$ cat config.mk
export PLATFORM = sky130hd
export DESIGN_NAME = barrett_reducer
export DESIGN_NICKNAME = d
export VERILOG_FILES = /design/src/rtl/ntt_pkg.sv /design/src/rtl/mod_correct.sv /design/src/rtl/barrett_reducer.sv
export SDC_FILE = /design/constraint.sdc
export NUM_CORES = 1
export LEC_CHECK = 0
export CORE_ASPECT_RATIO = 0.6
export CORE_UTILIZATION = 65
export CTS_CLUSTER_SIZE = 40
export DETAILED_ROUTE_END_ITERATION = 10
export MAX_ROUTING_LAYER = met4
export PLACE_DENSITY_LB_ADDON = 0.1
export SETUP_SLACK_MARGIN = 0.05
export SYNTH_ARGS = -nofsm -noshare
export SYNTH_HDL_FRONTEND = slang
export SYNTH_HIERARCHICAL = 1
export SYNTH_SLANG_ARGS = --single-unit
export TNS_END_PERCENT = 10
$ cat constraint.sdc
create_clock -name clk -period 12.9 [get_ports clk]
set_clock_uncertainty 0.15 [all_clocks]
set_input_delay 1.935 -clock clk [delete_from_list [all_inputs] [get_ports clk]]
set_output_delay 1.935 -clock clk [all_outputs]
set_load 0.005 [all_outputs]
$ cat src/rtl/ntt_pkg.sv
// Shared NTT datapath constants: default operand width and modulus, derived
// Barrett factors and the residue width.
package ntt_pkg;

  localparam int unsigned N_DEF = 17;
  localparam int unsigned Q_DEF = 12289;
  localparam int unsigned K_DEF = 2 * N_DEF;
  localparam int unsigned RES_W = N_DEF;

  // Barrett factor floor(2^k / q)
  function automatic longint unsigned barrett_m(input int unsigned k, input int unsigned q);
    return (64'd1 << k) / 64'(q);
  endfunction

  localparam longint unsigned M_DEF = barrett_m(K_DEF, Q_DEF);

endpackage

$ cat src/rtl/mod_correct.sv
// Final +/-Q correction of a value in [-Q, 2Q) into [0, Q); with
// BARRETT_CENTERED_EN defined the result is centered to [-(Q-1)/2, (Q-1)/2].
module mod_correct
  import ntt_pkg::*;
#(
  parameter int unsigned W = N_DEF,
  parameter int unsigned Q = Q_DEF
) (
  input  logic signed [W:0]   r,
  output logic signed [W-1:0] res_c
);

  localparam int unsigned R_W = W + 1;
  localparam logic signed [W:0] Q_S = R_W'(Q);
`ifdef BARRETT_CENTERED_EN
  localparam logic signed [W:0] HALF = R_W'((Q - 1) / 2);
`endif

  logic signed [W:0] c;

  always_comb begin
    c = r;
    if (r[W]) begin
      c = r + Q_S;
    end else if (r >= Q_S) begin
      c = r - Q_S;
    end
`ifdef BARRETT_CENTERED_EN
    if (c > HALF) begin
      c = c - Q_S;
    end
`endif
    res_c = W'(c);
  end

endmodule

$ cat src/rtl/barrett_reducer.sv
// Pipelined signed Barrett reduction of 2N-bit products mod Q with a
// valid/ready stream; BARRETT_CENTERED_EN adds a stage and centers residues.
module barrett_reducer
  import ntt_pkg::*;
#(
  parameter int unsigned N = N_DEF,
  parameter int unsigned Q = Q_DEF
) (
  input  logic           clk,
  input  logic           rst_n,
  input  logic           in_valid,
  output logic           in_ready,
  input  logic [2*N-1:0] in_data,
  input  logic           in_last,
  output logic           out_valid,
  input  logic           out_ready,
  output logic [N-1:0]   out_data,
  output logic           out_last
);

  localparam int unsigned     K    = 2 * N;
  localparam int unsigned     X_W  = 2 * N;
  // reuse the package constant for the default build
  localparam longint unsigned M    = (N == RES_W && Q == Q_DEF) ? M_DEF : barrett_m(K, Q);
  localparam int unsigned     M_W  = $clog2(M + 1) + 1;
  localparam int unsigned     T_W  = X_W + M_W;
  localparam int unsigned     QQ_W = X_W + 2;
  localparam int unsigned     R_W  = N + 1;

  localparam logic signed [M_W-1:0]  M_S = M_W'(M);
  localparam logic signed [QQ_W-1:0] Q_S = QQ_W'(Q);

  logic                   en;
  logic                   v1, v2, l1, l2;
  logic signed [X_W-1:0]  x1, x2;
  logic signed [QQ_W-1:0] qq2;
  logic signed [T_W-1:0]  t_c;
  logic signed [M_W-1:0]  q_c;
  logic signed [QQ_W-1:0] qq_c, d_c;
  logic signed [R_W-1:0]  r_c, corr_in;
  logic signed [N-1:0]    res_c;
  logic                   pre_v, pre_l;

  assign en       = !out_valid || out_ready;
  assign in_ready = en;

  // quotient estimate floor(x*M / 2^K), then r = x - q*Q in [-Q, 2Q)
  assign t_c  = T_W'(x1) * T_W'(M_S);
  assign q_c  = M_W'(t_c >>> K);
  assign qq_c = QQ_W'(q_c) * Q_S;
  assign d_c  = QQ_W'(x2) - qq2;
  assign r_c  = R_W'(d_c);

  always_ff @(posedge clk or negedge rst_n) begin
    if (!rst_n) begin
      v1        <= 1'b0;
      l1        <= 1'b0;
      x1        <= '0;
      v2        <= 1'b0;
      l2        <= 1'b0;
      x2        <= '0;
      qq2       <= '0;
      out_valid <= 1'b0;
      out_last  <= 1'b0;
      out_data  <= '0;
    end else if (en) begin
      v1        <= in_valid;
      l1        <= in_valid & in_last;
      x1        <= in_data;
      v2        <= v1;
      l2        <= l1;
      x2        <= x1;
      qq2       <= qq_c;
      out_valid <= pre_v;
      out_last  <= pre_l;
      out_data  <= res_c;
    end
  end

`ifdef BARRETT_CENTERED_EN
  logic                  v3, l3;
  logic signed [R_W-1:0] r3;

  // extra register stage ahead of correction and centering
  always_ff @(posedge clk or negedge rst_n) begin
    if (!rst_n) begin
      v3 <= 1'b0;
      l3 <= 1'b0;
      r3 <= '0;
    end else if (en) begin
      v3 <= v2;
      l3 <= l2;
      r3 <= r_c;
    end
  end

  assign corr_in = r3;
  assign pre_v   = v3;
  assign pre_l   = l3;
`else
  assign corr_in = r_c;
  assign pre_v   = v2;
  assign pre_l   = l2;
`endif

  mod_correct #(
    .W(N),
    .Q(Q)
  ) u_mod_correct (
    .r    (corr_in),
    .res_c(res_c)
  );

endmodule
Yosys cells after proc, flatten, opt, wreduce, memory -nomap -nowiden
Cells that the tools add are included.

cells by class
  multipliers = 2
  bitwise operators = 1
  order comparisons = 1
  muxes and demuxes = 2
  add/subtract/negate cells = 3
  reduce and logical (&&, ||, !) cells = 2

operators with widths
  operator                                                                                count
  34-bit by 22-bit multiplier with 56-bit output (second input constant)                  1
  17-bit 2-to-1 mux                                                                       2
  22-bit by 15-bit multiplier with 18-bit output (second input constant)                  1
  18-bit by 15-bit greater-or-equal comparator with 1-bit output (second input constant)  1
  18-bit subtractor                                                                       1
  17-bit by 15-bit adder with 17-bit output (second input constant)                       1
  17-bit by 15-bit subtractor with 17-bit output (second input constant)                  1
  1-bit bitwise AND                                                                       1
  1-bit zero test                                                                         1
  1-bit logical OR                                                                        1

storage, ports and cells
  output and inout port bits = 20
  register bits = 93

Logic depth before layout (Yosys ltp)
  word-level depth = 4
  gate-level depth with buffers = 38

Cells and area by module
Netlist, hierarchy kept.

by module, submodules not included
  module           times used  cells an instance  sequential area each (um^2)  area an instance (um^2)
  barrett_reducer  1           1710               2327.2                       16748.6
  mod_correct      1           112                0.0                          828.3

Worst setup path after synthesis
OpenSTA, ideal clock, no wires.

  path type = register to register
  start = register x1[33]
  end = register qq2[17]
  path buffers = 0
  period minus slack after synthesis = 9.703 ns
  arrival = 9.433 ns
  setup slack = 3.197 ns
  setup time = 0.121 ns
  cell stages (with the launch flop) = 32
  data required time = 12.629 ns
  path through = dfrtp_1 -> inv_1 -> fa_1 -> inv_1 -> fa_1 -> fa_1 -> fa_1 -> fa_1 -> fa_1 -> ha_1 -> a21oi_1 -> nor2b_1 -> o21ai_0 -> nand2b_1 -> a21oi_1 -> o31a_1 -> o31ai_2 -> a31o_2 -> a21oi_1 -> xnor2_1 -> fa_1 -> ha_1 -> ha_1 -> fa_1 -> xnor2_1 -> xnor2_1 -> xnor2_1 -> xnor2_1 -> xnor2_1 -> xnor3_1 -> xnor2_1 -> o21ai_1

between the ends
  word-level cells in the longest chain between the ends = 2

RTL lines
  what                                            RTL line               source
  start, declared                                 barrett_reducer.sv:35  logic signed [X_W-1:0] x1, x2;
  start signal, assigned                          barrett_reducer.sv:69  x1 <= in_data;
  34-bit by 22-bit multiplier with 56-bit output  barrett_reducer.sv:48  assign t_c = T_W'(x1) * T_W'(M_S);
  22-bit by 15-bit multiplier with 18-bit output  barrett_reducer.sv:50  assign qq_c = QQ_W'(q_c) * Q_S;
  end signal, assigned                            barrett_reducer.sv:73  qq2 <= qq_c;
  end, declared                                   barrett_reducer.sv:36  logic signed [QQ_W-1:0] qq2;

No other way between the ends.
A chain may end at the register's enable or synchronous reset.

Final worst setup path
  start = register x1[15]
  end = register qq2[17]

Same word-level chain as after synthesis.

==> results.tsv <==
metric	value	unit
finalHoldViolCount	0	
tritoncts	built	
crit_top_cell	fa_1	
die_area	0.0277	sq mm
critPathMaxStageDelay	0.91	ns
start_util	66.4	%
die_w	214	um
drc_errors	0	
wl_per_cell	20.3	um
antenna_found_initial	1	
min_path_type	flip-flop to flip-flop	
gp_congestion	1.17	
rsz0062_at_grt	no	
cts_max_level	3	
grt_pass1_vias	12800	
synth_cell_types	76	
synth.most_common_cell	inv_1	
yosys_warnings	6	
cts.clk_slew.worst_paths	0.08	ns
slew_viol_final	0	
num_vias	12400	
syn_area_per_cell	9.65	sq um
cts_made_buffers	9	
cp_slowest_cell	nor4_1	
synth_common_cells	inv_1, ha_1, fa_1	
grt_pass1_wl	72400	um
dr.pass1.iters	5	
setup_viol	0	
synth_seq_area_share	13.2	%
wl	45300	um
yosysTopAreaCellShare	34.1	%
critPathCaptureType	flip-flop	
io_buffers	58	
drive_gt1_share	2.61	%
cts-resized-gates	0	
fin_crit_sh	83.7	%
post_cts_buffers	0	
tns	0	ns
register_area	0.00233	sq mm
fmax	92.6	MHz
critPathLaunchType	flip-flop	
synthFlopType	dfrtp_1	
grt_max_degree	78	
relSlewSlack	23.0	%
fillers	2031	
maxCapViolCount	0	
netlist_instances	1822	
viasPerCell	5.55	
synth-edff-count	0	
core_area	0.0265	sq mm
synth_fp_nets	2469	
worstPathArrival	10.89	ns
synth_area_leaders	fa_1, ha_1, dfrtp_1	
finalNetCount	2516	
cts.sinks	93	
detail-route-antenna-nets	0	
placed_area	0.0185	sq mm
clock_latency	0.38	ns
row_count	46	
drt_iter0_drc	1061	
cp_data_required_time	12.99	ns
cts_root_buf	clkbuf_16	
dieHeight	129	um
ys_ff_latch	93	
syn_area	0.0176	sq mm
grt-ovfl-total	0	
io-pin-count	59	
finalInstanceArea	0.0188	sq mm
clock_path_buffers	2	
multi_input_comb_area	0.0132	sq mm
area_delta_synth_final	7.04	%
grt_usage	36.8	%
yosys.area.top_type	fa_1	
worst_slew_pin_slew	1.14	ns
fin_crit	10.79	ns
critPathKind	flip-flop to flip-flop	
holdBufCountCts	0	
async_reset_ff_share	100	%
path_max_fanout	7	
outcome	finished clean	
dp_hpwl	39200	um
==> metal layers <==
| metal | track usage (%) | vias up | wire length [um] |
|---|---|---|---|
| li1 | - | 5726 | - |
| met1 | 55.2 | 6151 | 21600 |
| met2 | 47.6 | 515 | 17500 |
| met3 | 13.6 | 24 | 5840 |
| met4 | 5.04 | 0 | 380 |
| met5 | - | - | 0 |
==> cells in the final DEF, fill, tap and decap left out, types with 5 or more instances in the layout <==
cell type and count:
a31oi_1 7, xnor2_1 50, a21o_1 9, o21ai_0 79
ha_1 309, nand2_1 210, a21oi_1 36, clkbuf_16 9
nand4_1 6, o21ai_1 5, clkdlybuf4s50_1 57, inv_1 506
nor2b_1 9, a21boi_0 5, dfrtp_1 92, xor2_1 16
buf_4 6, nor3_1 10, fa_1 299, nand3_1 17
nor2_1 32, nand2b_1 6, a211oi_1 8
==> path summary, 6_finish.rpt <==
check                      slack (ns)          end  cells past startpoint        start
max                              2.11      qq2[17]                     34       x1[15]
min in group asynchronous        1.45       x1[32]                      1        rst_n
min                              0.32  out_data[3]                      2  out_data[3]
max reg2reg                      2.11      qq2[17]                     34       x1[15]
min reg2reg                      0.32  out_data[3]                      2  out_data[3]
max in group asynchronous       10.08       qq2[5]                      2        rst_n
==> worst max-delay path, delay by kind of cell (launching register included) <==
family / cells / cell delay, ns
flip-flops: 1 / 0.55
AO/OA/AOI/OAI: 5 / 0.96
AND/OR/NAND/NOR: 3 / 1.22
XOR/XNOR: 7 / 1.23
adder cells (fa/ha/maj): 15 / 6.30
buffers and inverters: 4 / 0.21
==> logic make-up (layout without fill, tap and decap cells) <==
logic type	Yosys count	count (layout)	synth area share, %
compound gates	197	197	7.23
other cells	0	2	0
xor+xnor	67	67	3.42
buf+inv	534	586	11.7
flops	93	93	13.2
simple gates	318	318	8.07
fa+ha+maj	608	608	56.1
mux	5	5	0.299
==> per-stage QoR <==
stage                     setup WS [ns]  std cells  util (%)  hold slack, ns
after floorplan                    3.20       1822         -           0.280
after global placement             2.38       2218      69.9           0.297
after detailed placement           2.31       2218      69.9           0.307
after CTS                          2.26       2234      71.0           0.324
after global routing               1.60       2235      71.1           0.347
final                              2.11       2236      71.1           0.318
==> area by class of cell <==
cell class / instances / share of cell area [%]
Sequential cell: 93 / 12.4
Antenna cell: 2 / 0.0266
Clock inverter: 6 / 0.426
Inverter: 507 / 10.1
Clock buffer: 10 / 1.22
Tap cell: 360 / 2.39
Multi-Input combinational cell: 1195 / 70.2
Timing Repair Buffer: 63 / 3.27
==> flip-flops by register name, summed over array words and instances, names as in the netlist <==
register	flops
v1	1
x2	18
qq2	18
x1	34
out_data	17
out_last	1
pre_v	1
l1	1
out_valid	1
l2	1
Power is left out: the tool's default activity adds up to more than one toggle a clock period on the data nets, which glitch-free logic cannot reach.
